<file path="src/rtl/input_controller.sv">
// Button front end: two-flop synchronisers, per-button debounce, level
// plus release-pulse packing, and a vsync-derived game-tick trigger.
module input_controller #(
  parameter int DEBOUNCE_CYCLES = 16,
  parameter int TRIGGER_FRAMES  = 1
) (
  input  logic       clk,
  input  logic       reset,
  input  logic [4:0] btn_raw,
  input  logic       vsync,
  output logic [9:0] input_data,
  output logic       trigger
);

  localparam int CW = $clog2(DEBOUNCE_CYCLES);
  localparam int FW =
    (TRIGGER_FRAMES > 1) ? $clog2(TRIGGER_FRAMES) : 1;
  localparam logic [CW-1:0] CNT_MAX =
    CW'(DEBOUNCE_CYCLES - 1);
  localparam logic [FW-1:0] FRAME_MAX =
    FW'(TRIGGER_FRAMES - 1);

  logic [4:0]          btn_s1_q, btn_s1_d;
  logic [4:0]          btn_s2_q, btn_s2_d;
  logic [4:0]          stable_q, stable_d;
  logic [4:0]          rel_q, rel_d;
  logic [4:0][CW-1:0]  cnt_q, cnt_d;

  logic                vs_s1_q, vs_s1_d;
  logic                vs_s2_q, vs_s2_d;
  logic                vs_dly_q, vs_dly_d;
  logic [FW-1:0]       frame_q, frame_d;
  logic                trig_q, trig_d;
  logic                vs_rise;

  always_comb begin
    btn_s1_d = btn_raw;
    btn_s2_d = btn_s1_q;
    stable_d = stable_q;
    rel_d    = '0;
    cnt_d    = cnt_q;
    for (int i = 0; i < 5; i++) begin
      if (btn_s2_q[i] == stable_q[i]) begin
        cnt_d[i] = '0;
      end else if (cnt_q[i] == CNT_MAX) begin
        stable_d[i] = btn_s2_q[i];
        cnt_d[i]    = '0;
        // Only a committed 1->0 change pulses the release bit.
        rel_d[i]    = stable_q[i];
      end else begin
        cnt_d[i] = cnt_q[i] + 1'b1;
      end
    end
  end

  assign vs_rise = vs_s2_q & ~vs_dly_q;

  always_comb begin
    vs_s1_d  = vsync;
    vs_s2_d  = vs_s1_q;
    vs_dly_d = vs_s2_q;
    frame_d  = frame_q;
    trig_d   = 1'b0;
    if (vs_rise) begin
      if (frame_q == FRAME_MAX) begin
        frame_d = '0;
        trig_d  = 1'b1;
      end else begin
        frame_d = frame_q + 1'b1;
      end
    end
  end

  always_ff @(posedge clk) begin
    if (!reset) begin
      btn_s1_q <= '0;
      btn_s2_q <= '0;
      stable_q <= '0;
      rel_q    <= '0;
      cnt_q    <= '0;
      vs_s1_q  <= 1'b0;
      vs_s2_q  <= 1'b0;
      vs_dly_q <= 1'b0;
      frame_q  <= '0;
      trig_q   <= 1'b0;
    end else begin
      btn_s1_q <= btn_s1_d;
      btn_s2_q <= btn_s2_d;
      stable_q <= stable_d;
      rel_q    <= rel_d;
      cnt_q    <= cnt_d;
      vs_s1_q  <= vs_s1_d;
      vs_s2_q  <= vs_s2_d;
      vs_dly_q <= vs_dly_d;
      frame_q  <= frame_d;
      trig_q   <= trig_d;
    end
  end

  assign input_data = {stable_q, rel_q};
  assign trigger    = trig_q;

endmodule

</file>
<file path="config.mk">
export PLATFORM = sky130hd
export DESIGN_NAME = input_controller
export DESIGN_NICKNAME = d
export VERILOG_FILES = /design/src/rtl/input_controller.sv
export SDC_FILE = /design/constraint.sdc
export NUM_CORES = 1
export LEC_CHECK = 0
export CORE_MARGIN = 2
export CORE_UTILIZATION = 40
export CTS_BUF_LIST = sky130_fd_sc_hd__clkbuf_4 sky130_fd_sc_hd__clkbuf_8
export CTS_CLUSTER_DIAMETER = 30
export DETAILED_ROUTE_END_ITERATION = 7
export GPL_TIMING_DRIVEN = 0
export PLACE_DENSITY = 0.62
export SETUP_SLACK_MARGIN = 0.05
export SLEW_MARGIN = 20
export SYNTH_ARGS = -nofsm -noshare
export SYNTH_HDL_FRONTEND = slang
export SYNTH_SLANG_ARGS = --single-unit
</file>
<file path="constraint.sdc">
create_clock -name clk -period 2.15 [get_ports clk]
set_input_delay 0.43 -clock clk [delete_from_list [all_inputs] [get_ports clk]]
set_output_delay 0.43 -clock clk [all_outputs]
set_load 0.02 [all_outputs]
</file>
==> Word level (Yosys, flattened, before mapping) <==
Cells that the tools add are included.
{ "totals": {"register_bits": 45, "out_inout_bits": 11} }
{ "classes": {"addsub": 6, "eq_ne": 10, "n_mux": 2, "bitwise": 13, "n_reduce_logical": 16} }
{ "op_table": {"columns": ["op", "count"], "rows": [
  ["$reduce_or 3->1", 10],
  ["$add 4x1->4 const B", 5],
  ["$eq 4x4->1 const B", 5],
  ["$not 1->1", 12],
  ["$reduce_and 2->1", 6],
  ["$eq 1x1->1", 5],
  ["$mux 1", 2],
  ["$add 1x1->1 const B", 1],
  ["$and 1x1->1", 1]
]} }

==> Logic depth before layout (Yosys ltp) <==
{ "depth": {"ltp_word": 3, "ltp_mapped": 4, "ltp_nobuf": 4} }

==> Worst setup path after synthesis <==
Ideal clock, no wire load.
{ "synth_timing": {"kind": "flip-flop to flip-flop", "from": "register cnt_q[12] (netlist bit)", "to": "register stable_q[3]", "setup_ns": 0.116, "t_arrival_ns": 0.874, "required_time_ns": 2.034, "setup_slack_ns": 1.160, "stages_incl_launch_ff": 5, "path_buffers": 0, "synth_period_minus_slack_ns": 0.990, "cell_sequence": "dfxtp_1 -> ha_1 -> nand3_1 -> mux2i_1 -> nor2b_1"} }
{ "synth_via": {"elab_chain_cells": 2} }
{ "synth_rtl": {"columns": ["element", "line", "text"], "rows": [
  ["from (decl)", "27", "logic [4:0][CW-1:0] cnt_q, cnt_d;"],
  ["from (signal assigned)", "91", "cnt_q <= cnt_d;"],
  ["$eq 4x4->1", "45", "end else if (cnt_q[i] == CNT_MAX) begin"],
  ["$reduce_and 2->1 (no source line)", null, null],
  ["to (signal assigned)", "89", "stable_q <= stable_d;"],
  ["to (decl)", "25", "logic [4:0] stable_q, stable_d;"]
]} }
No other way between the ends.
A chain may end at the register's enable or synchronous reset.

==> Worst setup path after layout <==
{ "layout_timing": {"from": "register stable_q[2]", "to": "output input_data[7]"} }
{ "layout_rtl": {"columns": ["element", "line", "text"], "rows": [
  ["to (decl)", "11", "output logic [9:0] input_data,"]
]} }
No word-level cell between the ends.

==> impl_summary.log <==
INFO  metric power_density = 734 mW/mm2
INFO  metric post-dp-hpwl = 1560 um
INFO  metric max_freq = about 570 MHz
INFO  metric yosys_warnings = 0
INFO  metric tightestPinTransition = 0.227 ns
INFO  metric finalMaxSlewViolations = 0
INFO  metric kind_of_end_point_of_the_critical_path = primary output
INFO  metric finalWeightedCongestion = 0.744
INFO  metric dr.pass1.iters = 4
INFO  metric grt_max_degree = 12
INFO  metric buffer_ports.inserted = 18
INFO  metric die_h = around 65 um
INFO  metric slew-limit-headroom = a little over four fifths
INFO  metric cts_sinks = 44
INFO  metric shortest_clock_period_the_worst_path_allows_after_layout = 1.74 ns
INFO  metric floorplan.rows = 22
INFO  metric crit_path_top_delay_cell = sky130_fd_sc_hd__clkdlybuf4s50_1
INFO  metric numPlacedInstances = 207
INFO  metric io_pins = 19
INFO  metric die_w = 65.0 um
INFO  metric postSynthAreaPerCell = 10.6 um2
INFO  metric grt.overflow.total = 0
INFO  metric start_util = between 40% and 50%
INFO  metric p_leak = around 0.8 nW
INFO  metric setup_viol = 0
INFO  metric timing.max_cap.violations = 0
INFO  metric synth-edff-count = 0
INFO  metric critical_path.startpoint_type = flip-flop
INFO  metric clock-skew-final = 0.00181 ns
INFO  metric synthToLayoutAreaGrowth = 20.8%
INFO  metric track_usage = 12.1%
INFO  metric final.setup.tns = 0 ns
INFO  metric synth_cell_types = 16
INFO  metric nets = 179
INFO  metric clock_network_latency_to_the_later_pin_of_the_worst_skew_pair = 0.28 ns
INFO  metric average_vias_per_placed_instance = 4.50
INFO  metric antenna_violations_before_repair = 0
INFO  metric tritoncts = done
INFO  metric drt.antenna.violating_nets = 0
INFO  metric dr_drc_count = 0
INFO  metric critical_path_class = flip-flop to primary output
INFO  metric cts_setup_buffers = 0
INFO  metric syn-num-nets = 154
INFO  metric most_frequent_standard_cell_in_the_layout_excluding_fill_and_tap_cells = sky130_fd_sc_hd__dfxtp_1
INFO  metric vdd_drop_max = 489 uV
INFO  metric synth-seq-cells = 44
INFO  metric rsz_0062_raised_after_global_routing = no
INFO  metric most_used_cells_in_the_layout_excluding_fill_and_tap_cells = 44 x sky130_fd_sc_hd__dfxtp_1, 18 x sky130_fd_sc_hd__clkdlybuf4s50_1, 15 x sky130_fd_sc_hd__nand3_1, 15 x sky130_fd_sc_hd__xor2_1, 15 x sky130_fd_sc_hd__nor2_1
INFO  metric diodes = 0
INFO  metric wirelength = 2160 um
INFO  metric arrival = 1.31 ns
INFO  metric path_buf_inv = 1
INFO  metric largest_delay_contributor_family_on_the_critical_path = buffers and inverters
INFO  metric via_count_of_the_routed_design = about 950
INFO  metric postCtsHoldBufs = 0
INFO  metric synth_flop_cell = sky130_fd_sc_hd__dfxtp_1
INFO  metric crit_path_max_incr_delay = 0.64 ns
INFO  metric stdcell_count = between 200 and 250
INFO  metric grt_first_pass_wirelength = 3840 um
INFO  metric coreArea = 0.00361 mm2
INFO  metric syn-instance-count = between 100 and 150
INFO  metric clk_path_buf_depth = 2
INFO  metric worst_hold_path_type = flip-flop to flip-flop
INFO  metric drive_gt1_share = between 6 and 7%
INFO  metric clock-root-buffer = sky130_fd_sc_hd__clkbuf_8
INFO  metric seq_area_frac_synth = 59.2%
INFO  metric clkSlewWorstSetupHoldPaths = roughly 0.070 ns
INFO  metric syn-cell-area = 0.00149 mm2
INFO  metric drt_iter0_markers = 20
INFO  metric critical_path.cell_chain = clkdlybuf4s50_1
INFO  metric first_global_vias = roughly 900
INFO  metric cts_buffers = 5
INFO  metric timing.critical_path.required = 1.72 ns
INFO  metric finalCritPeriodShare = 81.1%
INFO  metric drt-wirelength-per-cell = 10.2 um
INFO  metric cp_max_fo = 4
INFO  metric cts-htree-levels = 2
INFO  metric status = finished clean
INFO  metric design.die.area = around 0.0042 mm2
INFO  metric async_reset_ff_share = 0%
INFO  metric finalHoldViolCount = 0
INFO  metric cts.repair.resized = 0
where the power goes:
| group | internal (mW) | switching, mW | leakage (nW) | total (mW) |
|---|---|---|---|---|
| clock network | 0.209 | 0.232 | 0.0359 | 0.441 |
| logic | 0.0248 | 0.0175 | 0.400 | 0.0423 |
| registers | 0.829 | 0.00690 | 0.358 | 0.836 |
layer usage:
metal	global-route usage, %	wire [um]	up-vias
met2	19.1	1010	20
met3	6.60	131	5
met5	0	0	-
li1	-	-	502
met1	13.8	988	427
met4	4.69	35	0
path summary, 6_finish.rpt:
kind	from	to	slack, ns	cells after the start
min reg2reg	vs_dly_q	trigger	0.38	1
max	stable_q[2]	input_data[7]	0.41	1
min	vs_dly_q	trigger	0.38	1
max reg2reg	cnt_q[0]	stable_q[0]	1.08	4
sequential cells by signal (all words and copies together) (netlist names):
| signal | count |
|---|---|
| vs_dly_d | 1 |
| rel_q | 5 |
| stable_q | 5 |
| btn_s2_q | 5 |
| trigger | 1 |
| vs_dly_q | 1 |
| btn_s1_q | 5 |
| vs_s1_q | 1 |
| cnt_q | 20 |
layout make-up:
type                    count  area, um2
repair buffers             18        180
clock buffers               5       68.8
multi-input cells          89        572
flip-flops and latches     44        881
fillers                   348       1810
inverters                   5       18.8
well taps                  48       60.1
plain buffers               3       17.5
cells in the mapped netlist, types with 2 or more instances:
cell type	count	area share, %
sky130_fd_sc_hd__nor2_1	15	3.8
sky130_fd_sc_hd__ha_1	5	4.2
sky130_fd_sc_hd__and3_1	3	1.3
sky130_fd_sc_hd__nor2b_1	6	2.5
sky130_fd_sc_hd__dfxtp_1	44	59
sky130_fd_sc_hd__and3_2	2	1.0
sky130_fd_sc_hd__nor3_1	5	1.7
sky130_fd_sc_hd__inv_1	5	1.3
sky130_fd_sc_hd__nand2_1	5	1.3
sky130_fd_sc_hd__and2_1	13	5.5
sky130_fd_sc_hd__mux2i_1	5	3.4
sky130_fd_sc_hd__xor2_1	15	8.8
sky130_fd_sc_hd__nand3_1	15	5.0
per-stage QoR:
| stage | cell area, um2 | power (mW) | worst slack, ns | hold slack, ns | util [%] |
|---|---|---|---|---|---|
| after floorplan | 1490 | 0.876 | 1.16 | 0.367 | - |
| after global placement | 1730 | 0.896 | 0.580 | 0.376 | 48.0 |
| after detailed placement | 1730 | 0.898 | 0.572 | 0.379 | 48.0 |
| after CTS | 1800 | 1.34 | 0.392 | 0.389 | 49.9 |
| after global routing | 1800 | 1.38 | 0.341 | 0.407 | 49.9 |
| final | 1800 | 1.32 | 0.407 | 0.384 | 49.9 |
logic make-up after synthesis:
kind of cell / synth area share [%]
buffers and inverters: 2.44
AND/OR/NAND/NOR: 22.0
XOR/XNOR: 8.82
adder cells (fa/ha/maj): 4.20
flip-flops: 59.2
multiplexers: 3.36
Power figures use the tool's default switching activity.
